**config.mk**
```make
export PLATFORM = sky130hd
export DESIGN_NAME = pulse_stretcher
export DESIGN_NICKNAME = d
export VERILOG_FILES = /design/src/rtl/pulse_stretcher.sv
export SDC_FILE = /design/constraint.sdc
export NUM_CORES = 1
export LEC_CHECK = 0
export CAP_MARGIN = 40
export CORE_ASPECT_RATIO = 0.75
export CORE_MARGIN = 8
export CORE_UTILIZATION = 45
export DETAILED_ROUTE_END_ITERATION = 6
export PLACE_DENSITY = 0.7
export SETUP_SLACK_MARGIN = 0.1
export SYNTH_ARGS = -nofsm -noshare
export SYNTH_HDL_FRONTEND = slang
export SYNTH_SLANG_ARGS = --single-unit
```
**constraint.sdc**
```tcl
create_clock -name clk -period 1.4 [get_ports clk]
set_input_delay 0.28 -clock clk [delete_from_list [all_inputs] [get_ports clk]]
set_output_delay 0.28 -clock clk [all_outputs]
set_load 0.005 [all_outputs]
```
**src/rtl/pulse_stretcher.sv**
```systemverilog
// ---------------------------------------------------------------------------
// pulse_stretcher
//   Turns the rising edge of a synchronous trigger into a fixed-width output
//   pulse followed by a mandatory low gap. Rising edges that arrive while the
//   block is busy are rejected, flagged for one cycle on `dropped`, and
//   counted in a saturating 8-bit `drop_count`.
//
//   Optional feature macro: PULSE_RETRIGGER_EN
//     defined   -> a rising edge during HIGH reloads the length counter and
//                  extends the pulse (not counted as dropped); a rising edge
//                  during GAP is still dropped.
//     undefined -> every rising edge outside IDLE is dropped (default build).
// ---------------------------------------------------------------------------
module pulse_stretcher #(
  parameter int CNT_W     = 8,
  parameter int PULSE_LEN = 50,
  parameter int GAP_LEN   = 10
) (
  input  logic       clk,
  input  logic       reset,
  input  logic       trigger,
  output logic       pulse_out,
  output logic       busy,
  output logic       dropped,
  output logic [7:0] drop_count
);

  // State encoding; 2'b11 is unused and recovers to IDLE.
  localparam logic [1:0] S_IDLE = 2'b00;
  localparam logic [1:0] S_HIGH = 2'b01;
  localparam logic [1:0] S_GAP  = 2'b10;

  // Counter reload values: the counter runs from LEN-1 down to 0.
  localparam logic [CNT_W-1:0] PULSE_RELOAD = CNT_W'(PULSE_LEN - 1);
  localparam logic [CNT_W-1:0] GAP_RELOAD   = (GAP_LEN == 0) ? '0 : CNT_W'(GAP_LEN - 1);
  localparam logic [CNT_W-1:0] CNT_ONE      = CNT_W'(1);
  localparam logic [CNT_W-1:0] CNT_ZERO     = '0;
  localparam bit               GAP_EN       = (GAP_LEN != 0);

  // Saturating increment for the rejected-edge counter.
  function automatic logic [7:0] sat_inc(input logic [7:0] v);
    logic [7:0] r;
    if (v == 8'hFF) begin
      r = v;
    end else begin
      r = v + 8'd1;
    end
    return r;
  endfunction

  logic [1:0]       state_q, state_d;
  logic [CNT_W-1:0] cnt_q, cnt_d;
  logic             trig_prev_q;
  logic             dropped_q, dropped_d;
  logic [7:0]       drop_count_q, drop_count_d;

  logic             rise_s;
  logic             retrig_s;
  logic             reject_s;

  // Edge detect against the previous trigger sample (reset value 1 so a
  // trigger held high through reset release does not fire).
  assign rise_s = trigger & ~trig_prev_q;

`ifdef PULSE_RETRIGGER_EN
  assign retrig_s = rise_s & (state_q == S_HIGH);
`else
  assign retrig_s = 1'b0;
`endif

  // A rise is accepted only in IDLE; in HIGH it may instead retrigger.
  assign reject_s = rise_s & (state_q != S_IDLE) & ~retrig_s;

  // State, counter, edge-detect and drop bookkeeping registers.
  always_ff @(posedge clk or negedge reset) begin
    if (!reset) begin
      state_q      <= S_IDLE;
      cnt_q        <= CNT_ZERO;
      trig_prev_q  <= 1'b1;
      dropped_q    <= 1'b0;
      drop_count_q <= 8'd0;
    end else begin
      state_q      <= state_d;
      cnt_q        <= cnt_d;
      trig_prev_q  <= trigger;
      dropped_q    <= dropped_d;
      drop_count_q <= drop_count_d;
    end
  end

  // Next-state and counter logic for the IDLE -> HIGH -> GAP -> IDLE sequence.
  always_comb begin
    state_d = state_q;
    cnt_d   = cnt_q;
    case (state_q)
      S_IDLE: begin
        if (rise_s) begin
          state_d = S_HIGH;
          cnt_d   = PULSE_RELOAD;
        end else begin
          state_d = S_IDLE;
          cnt_d   = cnt_q;
        end
      end
      S_HIGH: begin
        if (retrig_s) begin
          state_d = S_HIGH;
          cnt_d   = PULSE_RELOAD;
        end else if (cnt_q != CNT_ZERO) begin
          state_d = S_HIGH;
          cnt_d   = cnt_q - CNT_ONE;
        end else if (GAP_EN) begin
          state_d = S_GAP;
          cnt_d   = GAP_RELOAD;
        end else begin
          state_d = S_IDLE;
          cnt_d   = CNT_ZERO;
        end
      end
      S_GAP: begin
        if (cnt_q != CNT_ZERO) begin
          state_d = S_GAP;
          cnt_d   = cnt_q - CNT_ONE;
        end else begin
          state_d = S_IDLE;
          cnt_d   = CNT_ZERO;
        end
      end
      default: begin
        state_d = S_IDLE;
        cnt_d   = CNT_ZERO;
      end
    endcase
  end

  // Next values of the one-cycle drop flag and the saturating drop counter.
  always_comb begin
    dropped_d    = 1'b0;
    drop_count_d = drop_count_q;
    if (reject_s) begin
      dropped_d    = 1'b1;
      drop_count_d = sat_inc(drop_count_q);
    end else begin
      dropped_d    = 1'b0;
      drop_count_d = drop_count_q;
    end
  end

  // Output decode taken only from registers, never from trigger.
  always_comb begin
    pulse_out  = (state_q == S_HIGH);
    busy       = (state_q != S_IDLE);
    dropped    = dropped_q;
    drop_count = drop_count_q;
  end

endmodule

```
==> results by group, run 1 <==
Placed design
  – Post-DP HPWL: 1.97 mm
  – Port buffer count: 13
  – GP Congestion: 0.899
  – Placed cell count: 178

Global routing
  – GRT met2 Usage: 26.4%
  – Met1 Resource Use GR: 19.3%
  – First-pass GRT wire length: 5.16 mm
  – Initial antenna violation count: 0
  – Top Usage Layer GRT: met2
  – GRT Total Usage: 16.4%
  – Global routing usage on met3: 4.99%
  – Aggregate global routing overflow: 0
  – Pin count of the biggest net entering global routing: 21
  – Vias in the first global route: 1082

Die
  – FP Rows: 15
  – Die Span Y: 58.0 microns
  – Core Region: 2270 sq um
  – # IOs: 14
  – Die X: 72.0 microns
  – Initial core utilization: 46.6%
  – Die area: 4170 sq um

Worst setup path
  – Critical path fanouts, max: 8
  – Crit Path Class: reg -> reg
  – Crit path arrival time: 1770 ps
  – WP data required: 1630 ps
  – Worst Setup Start Kind: flip-flop
  – Critical Path Sink Type: flip-flop

Timing
  – Setup Skew: 13.3 ps
  – Actual transition at the worst max-transition pin: 385 ps
  – RSZ-0062 raised after global routing: true
  – Fmax achieved: 0.652 GHz
  – Slew Viols, Final: 0
  – Crit share post-route: 110%
  – Final hold violations: 0
  – Min Clock Period, post-route: 1530 ps
  – Finish-stage setup viols: 18
  – Final setup margin: -135 ps
  – Rel. slew slack: 74.2%

Detailed routing
  – Vias per cell: 5.47
  – DRC Markers: 0
  – Via count: 1121
  – Detailed Routing Iterations Pass 1: 4
  – WL/cell: 18.3 microns
  – Final ANT Viol Nets: 0
  – Initial DRC Count: 93
  – DRT Wirelength: 3.75 mm

Status
  – Status: finished with violations
  – Failing checks: negative setup slack

Logic synthesis
  – Cell taking the most area after synthesis: dfrtp_1
  – Mean Syn Cell Area: 10.2 sq um
  – Ranking of synthesized cells by area: dfrtp_1, xor2_1, nand2_1, ha_1, nand3_1
  – Yosys reg bits: 20
  – Part of the Yosys area used for sequential elements: 47.5%
  – Most common cell in the netlist: dfrtp_1
  – Syn Inst Count: 104
  – Syn Nets: 110
  – Synthesized area: 1060 sq um
  – Post-synth EDFFs: 0
  – Async SR Flop Fraction: 100%
  – Ys flop type: dfrtp_1
  – Commonest cells post-synth: dfrtp_1, nand2_1, nand3_1, nor2_1, xor2_1
  – Cell variety after synth: 34
  – Synth warnings: 0
  – Yosys top cell area share: 45.0%

Worst hold path
  – Hold Path Class: in -> async

Final layout
  – Final net count: 178
  – Post-Layout Cell Count: 205
  – Core Util, Final: 79.9%
  – Layout area overhead: 71.7%
  – Ant diodes: 0
  – FF+latch area: 503 sq um
  – Fraction of layout cells with a size suffix above 1: 54.4%
  – Area used by multi-input combinational logic: 668 sq um
  – Filler cell count: 127

Power and ir drop
  – Maximum vdd drop: 1.27 mV
  – P per Cell Area: 1120 nW/um^2
  – Static leakage: 0.822 nW

Clock network
  – Clock transition at the registers of the reported paths: 130 ps
  – CTS buffer count: 3
  – Max Buffers Root-to-Sink: 2
  – Root buffer cell: clkbuf_4
  – H-Tree Depth: 1
  – Clk sink count: 20
  – Clk_lat worst skew: 330 ps
  – CTS tree: done

Flow run
  – Max-cap violations: 0
registers in the layout, indices dropped and copies added, names as in the netlist:
name and flops:
cnt_q 8, drop_count 8, state_q 2, dropped 1
trig_prev_q 1
worst max-delay path, cell delays in order, from the launching register on:
cell and delay (ps):
dfrtp_1 380, buf_4 120, nand4_1 200, o211ai_4 400, mux2_4 340
where the power goes:
group / leakage, nW / total [mW] / switching, mW / internal, mW
Sequential: 0.232 / 0.740 / 0.0693 / 0.671
Clock: 0.0210 / 0.365 / 0.205 / 0.160
Combinational: 0.569 / 0.935 / 0.393 / 0.543
Total: 0.822 / 2.04 / 0.667 / 1.37
metrics by stage:
| stage | setup WS (ps) | hold WS [ps] | TNS (ps) | power [mW] | cell area (sq um) |
|---|---|---|---|---|---|
| floorplan | -26.7 | -15.6 | -37.8 | 0.966 | 1090 |
| global placement | -221 | 479 | -2250 | 1.37 | 1470 |
| detailed placement | -307 | 482 | -3140 | 1.40 | 1470 |
| CTS | -65.8 | 296 | -132 | 1.93 | 1720 |
| global route | -163 | 311 | -1820 | 2.12 | 1820 |
| finish | -135 | 277 | -854 | 2.04 | 1820 |
routing by layer:
| layer | vias up | part of all wire (%) |
|---|---|---|
| li1 | 507 | - |
| met1 | 563 | 41 |
| met2 | 39 | 50 |
| met3 | 12 | 5.5 |
| met4 | 0 | 3.1 |
| met5 | - | 0 |
worst paths after layout:
kind,startpoint,end,cells past startpoint,slack (ps)
worst min register to register,cnt_q[7]$_DFFE_PN0P_,cnt_q[7]$_DFFE_PN0P_,1,500
max in group asynchronous,reset,trig_prev_q$_DFF_PN1_,2,840
worst min-delay path,reset,drop_count[1]$_DFFE_PN0P_,2,280
min in group clk,cnt_q[7]$_DFFE_PN0P_,cnt_q[7]$_DFFE_PN0P_,1,500
worst max register to register,drop_count[3]$_DFFE_PN0P_,drop_count[1]$_DFFE_PN0P_,4,-130
worst max-delay path,drop_count[3]$_DFFE_PN0P_,drop_count[1]$_DFFE_PN0P_,4,-130
cell families after synthesis:
group           share of synthesized area (%)
fa+ha+maj                                3.55
compound gates                           16.9
mux                                      2.01
simple gates                             20.5
flops                                    47.5
xor+xnor                                 7.46
buf+inv                                  2.13
what timing repair did:
action | CTS | global route
hold buffers | 0 | 0
pin swaps | 9 | 6
buffers inserted | 18 | 7
resized for setup | 56 | 16
setup endpoints to repair | 26 | 24
final cells by class:
type                       instances  area share, %
tap                               34           2.34
timing repair buffer              63           29.9
sequential                        20           27.7
inverter                           6           1.24
multi-input combinational         78           36.8
clock buffer                       4           2.00
layout by cell type (no fill, tap or decap), types with 2 or more instances in the layout:
master / netlist / final
buf_4: 0 / 39
dfrtp_1: 19 / 18
buf_6: 0 / 14
nand2_1: 11 / 9
nor2_1: 6 / 6
xor2_1: 6 / 6
nand3_1: 6 / 5
inv_2: 1 / 4
o21ai_1: 4 / 4
nor3_1: 5 / 4
a21oi_2: 1 / 4
o22ai_1: 3 / 3
clkbuf_4: 0 / 3
buf_2: 0 / 3
nand3_4: 1 / 2
nor2b_2: 0 / 2
nand2_2: 0 / 2
nand2b_1: 3 / 2
a21oi_1: 5 / 2
o21ai_0: 3 / 2
xnor2_1: 3 / 2
inv_1: 5 / 2
ha_4: 0 / 2
clkdlybuf4s50_1: 0 / 2
dlygate4sd2_1: 0 / 2
clkdlybuf4s15_1: 0 / 2
(Power assumes the default switching activity.)
==> run 2, diff against run 1 <==
--- a/config.mk
+++ b/config.mk
@@ -12,6 +12,7 @@
 export DETAILED_ROUTE_END_ITERATION = 6
 export PLACE_DENSITY = 0.7
 export SETUP_SLACK_MARGIN = 0.1
+export SLEW_MARGIN = 25
 export SYNTH_ARGS = -nofsm -noshare
 export SYNTH_HDL_FRONTEND = slang
 export SYNTH_SLANG_ARGS = --single-unit
==> results of run 2 <==
Final layout, timing and power as in run 1 (identical DEF).
